`src/rtl/fetch_pkg.sv`:
```
// Shared fetch-stage types: FSM states, fault causes and the instruction width macro.
`ifndef INST_MASK
`define INST_MASK 31:0
`endif

package fetch_pkg;

  typedef enum logic [2:0] {
    IDLE,
    REQ,
    WAIT,
    FULL,
    DRAIN,
    FAULT
  } fetch_state_t;

  // Also consumed by the control unit's trap logic; keep encodings stable.
  typedef enum logic [1:0] {
    NONE       = 2'd0,
    MISALIGNED = 2'd1,
    ACCESS     = 2'd2
  } fault_cause_t;

  localparam int unsigned INST_BYTES = 4;

endpackage

```
`src/rtl/fetch_unit.sv`:
```
// Instruction fetch: owns the PC, issues one memory request at a time and
// hands fetched words to the decoder through the ir valid/ready handshake.
module fetch_unit
  import fetch_pkg::*;
#(
  parameter logic [31:0] RESET_PC = 32'h0000_0000
) (
  input  logic               clk,
  input  logic               rst,
  input  logic               redirect_valid,
  input  logic [31:0]        redirect_pc,
  output logic               mem_req_valid,
  input  logic               mem_req_ready,
  output logic [31:0]        mem_req_addr,
  input  logic               mem_rsp_valid,
  input  logic [31:0]        mem_rsp_data,
  input  logic               mem_rsp_error,
  output logic [`INST_MASK]  ir,
  output logic [31:0]        ir_pc,
  output logic               ir_valid,
  input  logic               ir_ready,
  output logic               fault,
  output logic [1:0]         fault_cause
);

  if (RESET_PC[1:0] != 2'b00) begin : g_bad_reset_pc
    $error("fetch_unit: RESET_PC must be 4-byte aligned");
  end

  fetch_state_t      r_state;
  logic [31:0]       r_pc;
  logic [`INST_MASK] r_ir;
  logic [31:0]       r_ir_pc;
  logic              r_ir_valid;
  logic              r_mem_req_valid;
  logic              r_fault;
  fault_cause_t      r_cause;

  fetch_state_t      w_next;
  logic [31:0]       w_pc;
  fault_cause_t      w_cause;
  logic              w_load_ir;
  logic              w_accept;

  assign w_accept = r_mem_req_valid & mem_req_ready;

  // Redirect overrides everything outside IDLE; a request already accepted
  // (or still in flight) leaves a stale response that DRAIN must swallow.
  always_comb begin
    w_next    = r_state;
    w_pc      = r_pc;
    w_cause   = r_cause;
    w_load_ir = 1'b0;
    if (r_state == IDLE) begin
      w_next = REQ;
    end else if (redirect_valid) begin
      w_pc = redirect_pc;
      if (redirect_pc[1:0] != 2'b00) begin
        w_next  = FAULT;
        w_cause = MISALIGNED;
      end else begin
        w_cause = NONE;
        if ((r_state == WAIT && !mem_rsp_valid) || (r_state == REQ && w_accept))
          w_next = DRAIN;
        else
          w_next = REQ;
      end
    end else begin
      case (r_state)
        REQ:   if (w_accept) w_next = WAIT;
        WAIT: begin
          if (mem_rsp_valid) begin
            if (mem_rsp_error) begin
              w_next  = FAULT;
              w_cause = ACCESS;
            end else begin
              w_next    = FULL;
              w_load_ir = 1'b1;
            end
          end
        end
        FULL: begin
          if (ir_ready) begin
            w_pc   = r_pc + INST_BYTES;
            w_next = REQ;
          end
        end
        DRAIN: if (mem_rsp_valid) w_next = REQ;
        default: ;
      endcase
    end
  end

  always_ff @(posedge clk or posedge rst) begin
    if (rst) begin
      r_state         <= IDLE;
      r_pc            <= RESET_PC;
      r_ir            <= '0;
      r_ir_pc         <= '0;
      r_ir_valid      <= 1'b0;
      r_mem_req_valid <= 1'b0;
      r_fault         <= 1'b0;
      r_cause         <= NONE;
    end else begin
      r_state         <= w_next;
      r_pc            <= w_pc;
      r_cause         <= w_cause;
      r_mem_req_valid <= (w_next == REQ);
      r_ir_valid      <= (w_next == FULL);
      r_fault         <= (w_next == FAULT);
      if (w_load_ir) begin
        r_ir    <= mem_rsp_data;
        r_ir_pc <= r_pc;
      end
    end
  end

  assign mem_req_valid = r_mem_req_valid;
  assign mem_req_addr  = r_pc;
  assign ir            = r_ir;
  assign ir_pc         = r_ir_pc;
  assign ir_valid      = r_ir_valid;
  assign fault         = r_fault;
  assign fault_cause   = r_cause;

endmodule

```
`config.mk`:
```
export PLATFORM = sky130hd
export DESIGN_NAME = fetch_unit
export DESIGN_NICKNAME = d
export VERILOG_FILES = /design/src/rtl/fetch_pkg.sv /design/src/rtl/fetch_unit.sv
export SDC_FILE = /design/constraint.sdc
export NUM_CORES = 1
export LEC_CHECK = 0
export BUFFER_PORTS_ARGS = -buffer_cell sky130_fd_sc_hd__buf_2
export CORE_MARGIN = 1
export CORE_UTILIZATION = 45
export DETAILED_ROUTE_END_ITERATION = 7
export GPL_TIMING_DRIVEN = 0
export PLACE_DENSITY = 0.81
export SKIP_CTS_REPAIR_TIMING = 1
export SLEW_MARGIN = 15
export SYNTH_ARGS = -nofsm -noshare
export SYNTH_HDL_FRONTEND = slang
export SYNTH_SLANG_ARGS = --single-unit
```
`constraint.sdc`:
```
create_clock -name clk -period 8.4 [get_ports clk]
set_clock_uncertainty 0.1 [all_clocks]
set_input_delay 1.68 -clock clk [delete_from_list [all_inputs] [get_ports clk]]
set_output_delay 1.68 -clock clk [all_outputs]
set_load 0.005 [all_outputs]
```
==> summary.txt, run 1 <==
Outcome
  • Status: complete, no violations

Hold path
  • Hold-critical path depth: 1
  • Kind of path behind the tightest hold check: register to register
  • Min-Delay Endpoint: ir_pc[25]
  • Worst Min Path Start: ir_pc[25]

Synth
  • Prevailing post-synth register cell: sky130_fd_sc_hd__dfrtp_1
  • Number of synthesized register bits: 104
  • Synthesized area per cell: 11.1 sq um
  • Synth warn: 0
  • Top-area cell type share of the netlist area: 0.540
  • Post-synthesis cell type with the largest combined area: sky130_fd_sc_hd__dfrtp_1
  • Synth top cells by count: sky130_fd_sc_hd__dfrtp_1 (104), sky130_fd_sc_hd__mux2_2 (62), sky130_fd_sc_hd__nand2_1 (32)
  • Most area-consuming cells after synthesis: sky130_fd_sc_hd__dfrtp_1 (54%), sky130_fd_sc_hd__mux2_2 (14%), sky130_fd_sc_hd__o21ai_0 (2.9%)
  • Share of flip-flops with an asynchronous set or reset: 1.00
  • Mapped Area: 4820 sq um
  • Post-synth EDFFs: 0
  • Number of nets in the synthesized netlist: 506
  • Most common cell in the synthesized netlist: sky130_fd_sc_hd__dfrtp_1
  • Synth unique cells: 57
  • Portion of the post-synthesis area used by sequential elements: 0.540
  • Gate count of the mapped netlist: 434

GRT
  • Antenna violations before repair: 0
  • First-pass GRT wire length: 21100 um
  • Total congestion overflow: 0
  • Maximum number of pins on one net before global-route repair: 80
  • Number of global-route vias before repair: 4254
  • Tot GR Track Use: 0.244

Timing
  • Max-slew violation total from the final report: 0
  • Slew Limit Headroom: 0.340
  • Worst hold-check slack: 0.404 ns
  • Achievable Freq: 268 MHz
  • Tmin final: 3.74 ns
  • Final total negative setup slack: 0 ns
  • Final-report hold violation count: 0
  • Final setup violation count: 0
  • Pin slew with the least headroom to its limit: 0.981 ns
  • Final cycle utilization of the critical path: 0.445
  • Setup repair after global routing missed its margin: no

Pwr
  • Leakage: 0.00311 uW
  • Worst vdd ir: 77.6 uV
  • Cell area power density: 172 nW/um^2

Routing
  • Routed WL per cell: 17.4 um
  • DR vias: 4316
  • Via density: 5.71
  • First-pass DRT Iterations: 5
  • Post-route ant nets: 0
  • Post-detailed-routing wire length: 13100 um
  • Remaining design rule violation count: 0
  • Iteration-0 DRC Markers: 311

Layout
  • Antenna diode instance count: 0
  • Share of cells above drive strength 1: 0.421
  • Number of nets in the layout: 688
  • Area growth syn-to-layout: 26.2%

CTS
  • Clock slew seen by the registers of the worst setup and hold paths: 0.09 ns
  • Number of buffers on the longest clock path: 2
  • Clock tree from TritonCTS: yes
  • Clk sinks: 104
  • Total CTS buffers: 9
  • CTS H-tree lvls: 3
  • Clock latency on the worst-skew pair: 0.37 ns
  • CTS Root Cell: sky130_fd_sc_hd__clkbuf_8

Placed design
  • IO buf count: 170
  • Routability Congestion: 0.871
  • Dpl hpwl: 9650 um

Die
  • I/O Pins: 172
  • Full die area: 11100 sq um
  • Starting density of the core: 0.465
  • Die Y-Extent: 105 um
  • Core Region: 10400 sq um
  • Horizontal die dimension: 105 um
  • Number of rows created at floorplan: 37

Worst setup path
  • Reg2reg setup slack: 5.66 ns
  • Category of the worst setup path capture point: register
  • FF-to-FF End: ir_pc[3]
  • Category of the most critical setup path: primary input to register
  • Worst R2R Start: r_state[0]
  • R2R cell count: 6
  • CP max FO: 10
  • Arrival @ worst endpoint: 3.89 ns
  • Required time worst endpoint: 8.55 ns
  • Type of origin of the critical path: primary input

Run
  • Max_cap viols: 0
[cells in the final DEF, fill, tap and decap left out, drive strengths merged, types with 4 or more instances in the layout]
| cell | count |
|---|---|
| nor2b | 4 |
| dfrtp | 104 |
| nand4 | 10 |
| a21oi | 27 |
| o22ai | 4 |
| o22a | 4 |
| inv | 8 |
| buf | 177 |
| o2bb2ai | 4 |
| mux2 | 62 |
| clkbuf | 30 |
| nand3 | 9 |
| o21ai | 28 |
| nor3 | 15 |
| nor4 | 9 |
| nand2 | 32 |
| and3 | 7 |
| a31oi | 6 |
| nor2 | 27 |
| mux2i | 5 |
[metal layers]
layer  GRT usage  vias to the layer above  part of all wire
met5           0                        -                 0
li1            -                     1966                 -
met1       0.296                     2114              0.40
met2       0.416                      215              0.49
met4      0.0845                        0             0.016
met3      0.0693                       21             0.090
[cell type report]
cell class,instances,area [sq um]
Tap cell,136,170
Sequential cell,104,2600
Buffer,27,110
Inverter,8,35.0
Clock inverter,6,85.1
Fill cell,915,4290
Multi-Input combinational cell,295,2080
Clock buffer,9,124
Timing Repair Buffer,171,878
[worst max-delay path, stage by stage]
cell and delay (ns):
sky130_fd_sc_hd__buf_2 0.09, sky130_fd_sc_hd__clkbuf_1 0.41, sky130_fd_sc_hd__nor2_1 0.08, sky130_fd_sc_hd__nand4_1 0.17
sky130_fd_sc_hd__clkbuf_1 0.48, sky130_fd_sc_hd__clkbuf_1 0.56, sky130_fd_sc_hd__mux2_2 0.41
[through the flow]
step                       util  instance area (sq um)  std cells  setup slack [ns]  power, uW
after floorplan               -                   4820        434              3.89        640
after global placement    0.563                   5840        740              2.80        707
after detailed placement  0.566                   5870        741              4.24        716
after CTS                 0.586                   6080        756              4.64       1050
after global routing      0.586                   6080        756              4.47       1090
final                     0.586                   6080        756              4.66       1050
[sequential cells by signal, indices dropped and copies added (netlist names)]
register       cells
mem_req_valid      1
fault              1
ir                32
mem_req_addr      32
r_state            3
ir_pc             32
ir_valid           1
fault_cause        2
[cells by family (layout without fill, tap and decap cells)]
| group | after synthesis | count (layout) | share of synthesized area |
|---|---|---|---|
| AOI/OAI and AO/OA | 100 | 100 | 0.133 |
| adders and majority gates | 1 | 1 | 0.00260 |
| buffers and inverters | 35 | 221 | 0.0291 |
| DFF | 104 | 104 | 0.540 |
| muxes | 67 | 67 | 0.155 |
| and+or+nand+nor | 127 | 127 | 0.139 |
[how the worst max path moves through the flow]
stage	start	endpoint	slack, ns	depth (start not counted)
final	redirect_valid	ir_pc[3]	4.66	7
after global routing	redirect_valid	ir_pc[10]	4.47	7
after CTS	redirect_valid	ir_pc[3]	4.64	7
after detailed placement	redirect_valid	ir_pc[3]	4.24	7
after global placement	rst	ir_pc[11]	2.80	2
after floorplan	rst	fault	3.89	1
[power breakdown]
group          internal (uW)  leakage, uW  switching (uW)  total [uW]
sequential               525      0.00136            41.2         566
clock                    165     0.000101             173         338
combinational           61.9      0.00164            79.6         142
total                    752      0.00311             293        1050
Note: power is estimated with default switching activity, not from simulation.
==> run 2, diff against run 1 <==
Settings changed: ABC_AREA set to 1, PLACE_DENSITY 0.81 to 0.83.
Clock period 8.4 ns to 3.15 ns, I/O delays scaled along.
==> run 2 against run 1 <==
  * Power rose to 3.9 times the previous value
  * Count of clock-buffer cells in the layout rose by 2
  * Final cell count is 31% higher
  * Synthesized cell count is 51% higher
  * Die area rose by 9.9%
  * Cell area is 10% higher
  * Critical endpoint is now mem_req_addr[14]
  * Largest cell class unchanged
  * Highest routed layer unchanged
==> summary.txt, run 2 <==
Timing
  • Pin slew with the least headroom to its limit: 0.631 ns
  • Tmin final: 1.98 ns
  • Final-report hold violation count: 0
  • Final cycle utilization of the critical path: 0.630
  • Setup repair after global routing missed its margin: no
  • Final setup violation count: 0
  • Achievable Freq: 504 MHz
  • Final total negative setup slack: 0 ns
  • Slew Limit Headroom: 0.579
  • Max-slew violation total from the final report: 0

Synth
  • Number of nets in the synthesized netlist: 727
  • Adder-Cell Fraction of Synth Area: 0.00236
  • Synthesized area per cell: 8.10 sq um
  • Synth top cells by count: sky130_fd_sc_hd__nand2_1 (209), sky130_fd_sc_hd__dfrtp_1 (104), sky130_fd_sc_hd__nor2_1 (83)
  • Portion of the post-synthesis area used by sequential elements: 0.491
  • Post-synth EDFFs: 0
  • Number of synthesized register bits: 104
  • Xor/xnor cell area share of the yosys netlist: 0.00165
  • Post-synthesis cell type with the largest combined area: sky130_fd_sc_hd__dfrtp_1
  • Most area-consuming cells after synthesis: sky130_fd_sc_hd__dfrtp_1 (49%), sky130_fd_sc_hd__nand2_1 (15%), sky130_fd_sc_hd__mux2_4 (6.2%)
  • Share of flip-flops with an asynchronous set or reset: 1.00
  • Mux cell area share after synthesis: 0.0899
  • Gate count of the mapped netlist: 655
  • Top-area cell type share of the netlist area: 0.491
  • Simple-gate share of the synthesized area: 0.258
  • Synth warn: 0
  • Synth unique cells: 30
  • Compound-gate portion of the synthesized area: 0.0805
  • Most common cell in the synthesized netlist: sky130_fd_sc_hd__nand2_1
  • Mapped Area: 5300 sq um
  • Prevailing post-synth register cell: sky130_fd_sc_hd__dfrtp_1
  • Dominant combinational cell family by area after synthesis: simple AND/OR/NAND/NOR gates

Die
  • Die Y-Extent: 111 um
  • Number of rows created at floorplan: 39
  • Starting density of the core: 0.462
  • Full die area: 12200 sq um
  • I/O Pins: 172
  • Horizontal die dimension: 111 um
  • Core Region: 11500 sq um

Layout
  • Most used cells in the layout excluding fill and tap cells: sky130_fd_sc_hd__nand2_1 (209), sky130_fd_sc_hd__buf_2 (175), sky130_fd_sc_hd__dfrtp_1 (104)
  • Commonest non-fill, non-tap cell in the layout: sky130_fd_sc_hd__nand2_1
  • Antenna diode instance count: 0
  • Share of cells above drive strength 1: 0.296
  • Area of the multi-input gates: 2290 sq um
  • Filler cell count: 1031
  • Area growth syn-to-layout: 26.2%
  • Number of nets in the layout: 911
  • Sequential cell area: 2600 sq um
  • Layout Cell Area excl Fill: 6690 sq um

Routing
  • DR vias: 5056
  • Routed WL per cell: 15.2 um
  • First-pass DRT Iterations: 5
  • Remaining design rule violation count: 0
  • Iteration-0 DRC Markers: 444
  • Via density: 5.12
  • Post-route ant nets: 0
  • Post-detailed-routing wire length: 15000 um

Placed design
  • Dpl hpwl: 11500 um
  • Routability Congestion: 0.941
  • Dpl cell area: 6400 sq um
  • IO buf count: 170

GRT
  • Antenna violations before repair: 0
  • Maximum number of pins on one net before global-route repair: 38
  • Total congestion overflow: 0
  • Number of global-route vias before repair: 4758
  • First-pass GRT wire length: 24200 um
  • Tot GR Track Use: 0.251

Pwr
  • Switching power: 1500 uW
  • Switching portion of total power: 0.367
  • Clock power share: 0.276
  • Share of power burned in combinational logic: 0.282
  • Cell-internal power: 2590 uW
  • Share of power burned in registers: 0.442
  • Worst vdd ir: 348 uV
  • Cell area power density: 611 nW/um^2
  • Leakage: 0.00379 uW

Worst setup path
  • Arrival @ worst endpoint: 2.14 ns
  • R2R cell count: 10
  • Category of the most critical setup path: register to register
  • Critical path launch point: mem_req_addr[3]
  • Reg2reg setup slack: 1.17 ns
  • Worst R2R Start: mem_req_addr[3]
  • FF-to-FF End: mem_req_addr[14]
  • Termination of the worst setup path: mem_req_addr[14]
  • Type of origin of the critical path: register
  • CP max FO: 6
  • Category of the worst setup path capture point: register
  • Required time worst endpoint: 3.30 ns

CTS
  • Clk sinks: 104
  • Number of buffers on the longest clock path: 2
  • CTS H-tree lvls: 3
  • Clock slew seen by the registers of the worst setup and hold paths: 0.07 ns
  • Clock tree from TritonCTS: yes
  • Clock latency on the worst-skew pair: 0.35 ns
  • Total CTS buffers: 9
  • CTS Root Cell: sky130_fd_sc_hd__clkbuf_16

Outcome
  • Status: complete, no violations

Hold path
  • Kind of path behind the tightest hold check: primary input to asynchronous set/reset pin

Run
  • Max_cap viols: 0
[run 2: cell types whose count changed in the layout (fill, tap and decap cells not counted), sizes merged, moves of 10 or more]
cell   previous run  this run
nand2            32       212
inv               8        69
nor2             27        85
o21ai            28        65
nand3             9        38
mux2             62        35
a21oi            27        10
nor3             15         2
buf             177       187
[run 2: final cells by class]
class	instances	area share
Tap cell	143	0.0267
Sequential cell	104	0.389
Clock inverter	5	0.00673
Timing Repair Buffer	173	0.136
Multi-Input combinational cell	460	0.342
Clock buffer	11	0.0378
Buffer	24	0.0234
Inverter	67	0.0381
[run 2: per-layer routing]
layer / share of wire / track usage / vias up
met5: 0 / 0 / -
met2: 0.46 / 0.388 / 263
met1: 0.42 / 0.338 / 2327
met3: 0.087 / 0.0554 / 35
li1: - / - / 2431
met4: 0.031 / 0.116 / 0
[run 2: power by group through the flow]
stage	sequential [uW]	clock, uW	combinational (uW)
floorplan	1790	0	646
global placement	1810	0	1110
detailed placement	1820	0	1140
CTS	1800	1130	1150
global route	1850	1200	1290
finish	1810	1130	1150
[run 2: kinds of logic after synthesis]
group / after synthesis
buf+inv: 91
mux: 35
simple gates: 341
flops: 104
fa+ha+maj: 1
xor+xnor: 1
compound gates: 82
[run 2: worst min path at each step]
stage                            to  cells after the start
after global routing         ir[20]                      3
after floorplan           ir_pc[10]                      2
after global placement     ir_pc[4]                      2
after CTS                    ir[27]                      3
after detailed placement  ir_pc[11]                      2
final                         ir[8]                      3
[run 2: critical path, stage by stage (launching register included)]
cell and delay, ns:
sky130_fd_sc_hd__dfrtp_1 0.46, sky130_fd_sc_hd__ha_1 0.26, sky130_fd_sc_hd__nand2_1 0.08, sky130_fd_sc_hd__nor2_1 0.19, sky130_fd_sc_hd__nand2_1 0.15, sky130_fd_sc_hd__nor2_1 0.29, sky130_fd_sc_hd__nand3_1 0.10, sky130_fd_sc_hd__o21ai_0 0.09
sky130_fd_sc_hd__nand2_1 0.07, sky130_fd_sc_hd__nand2_1 0.06, sky130_fd_sc_hd__inv_1 0.03
[run 2: metrics by stage]
| step | cells | utilization | setup WS [ns] | hold slack [ns] | total power (uW) |
|---|---|---|---|---|---|
| final | 987 | 0.584 | 1.17 | 0.218 | 4090 |
| after global routing | 987 | 0.584 | 0.933 | 0.225 | 4340 |
| after CTS | 987 | 0.584 | 1.20 | 0.223 | 4080 |
| after detailed placement | 971 | 0.558 | 1.07 | 0.369 | 2960 |
| after global placement | 968 | 0.553 | 0.472 | 0.364 | 2920 |
| after floorplan | 655 | - | 1.17 | 0.376 | 2430 |
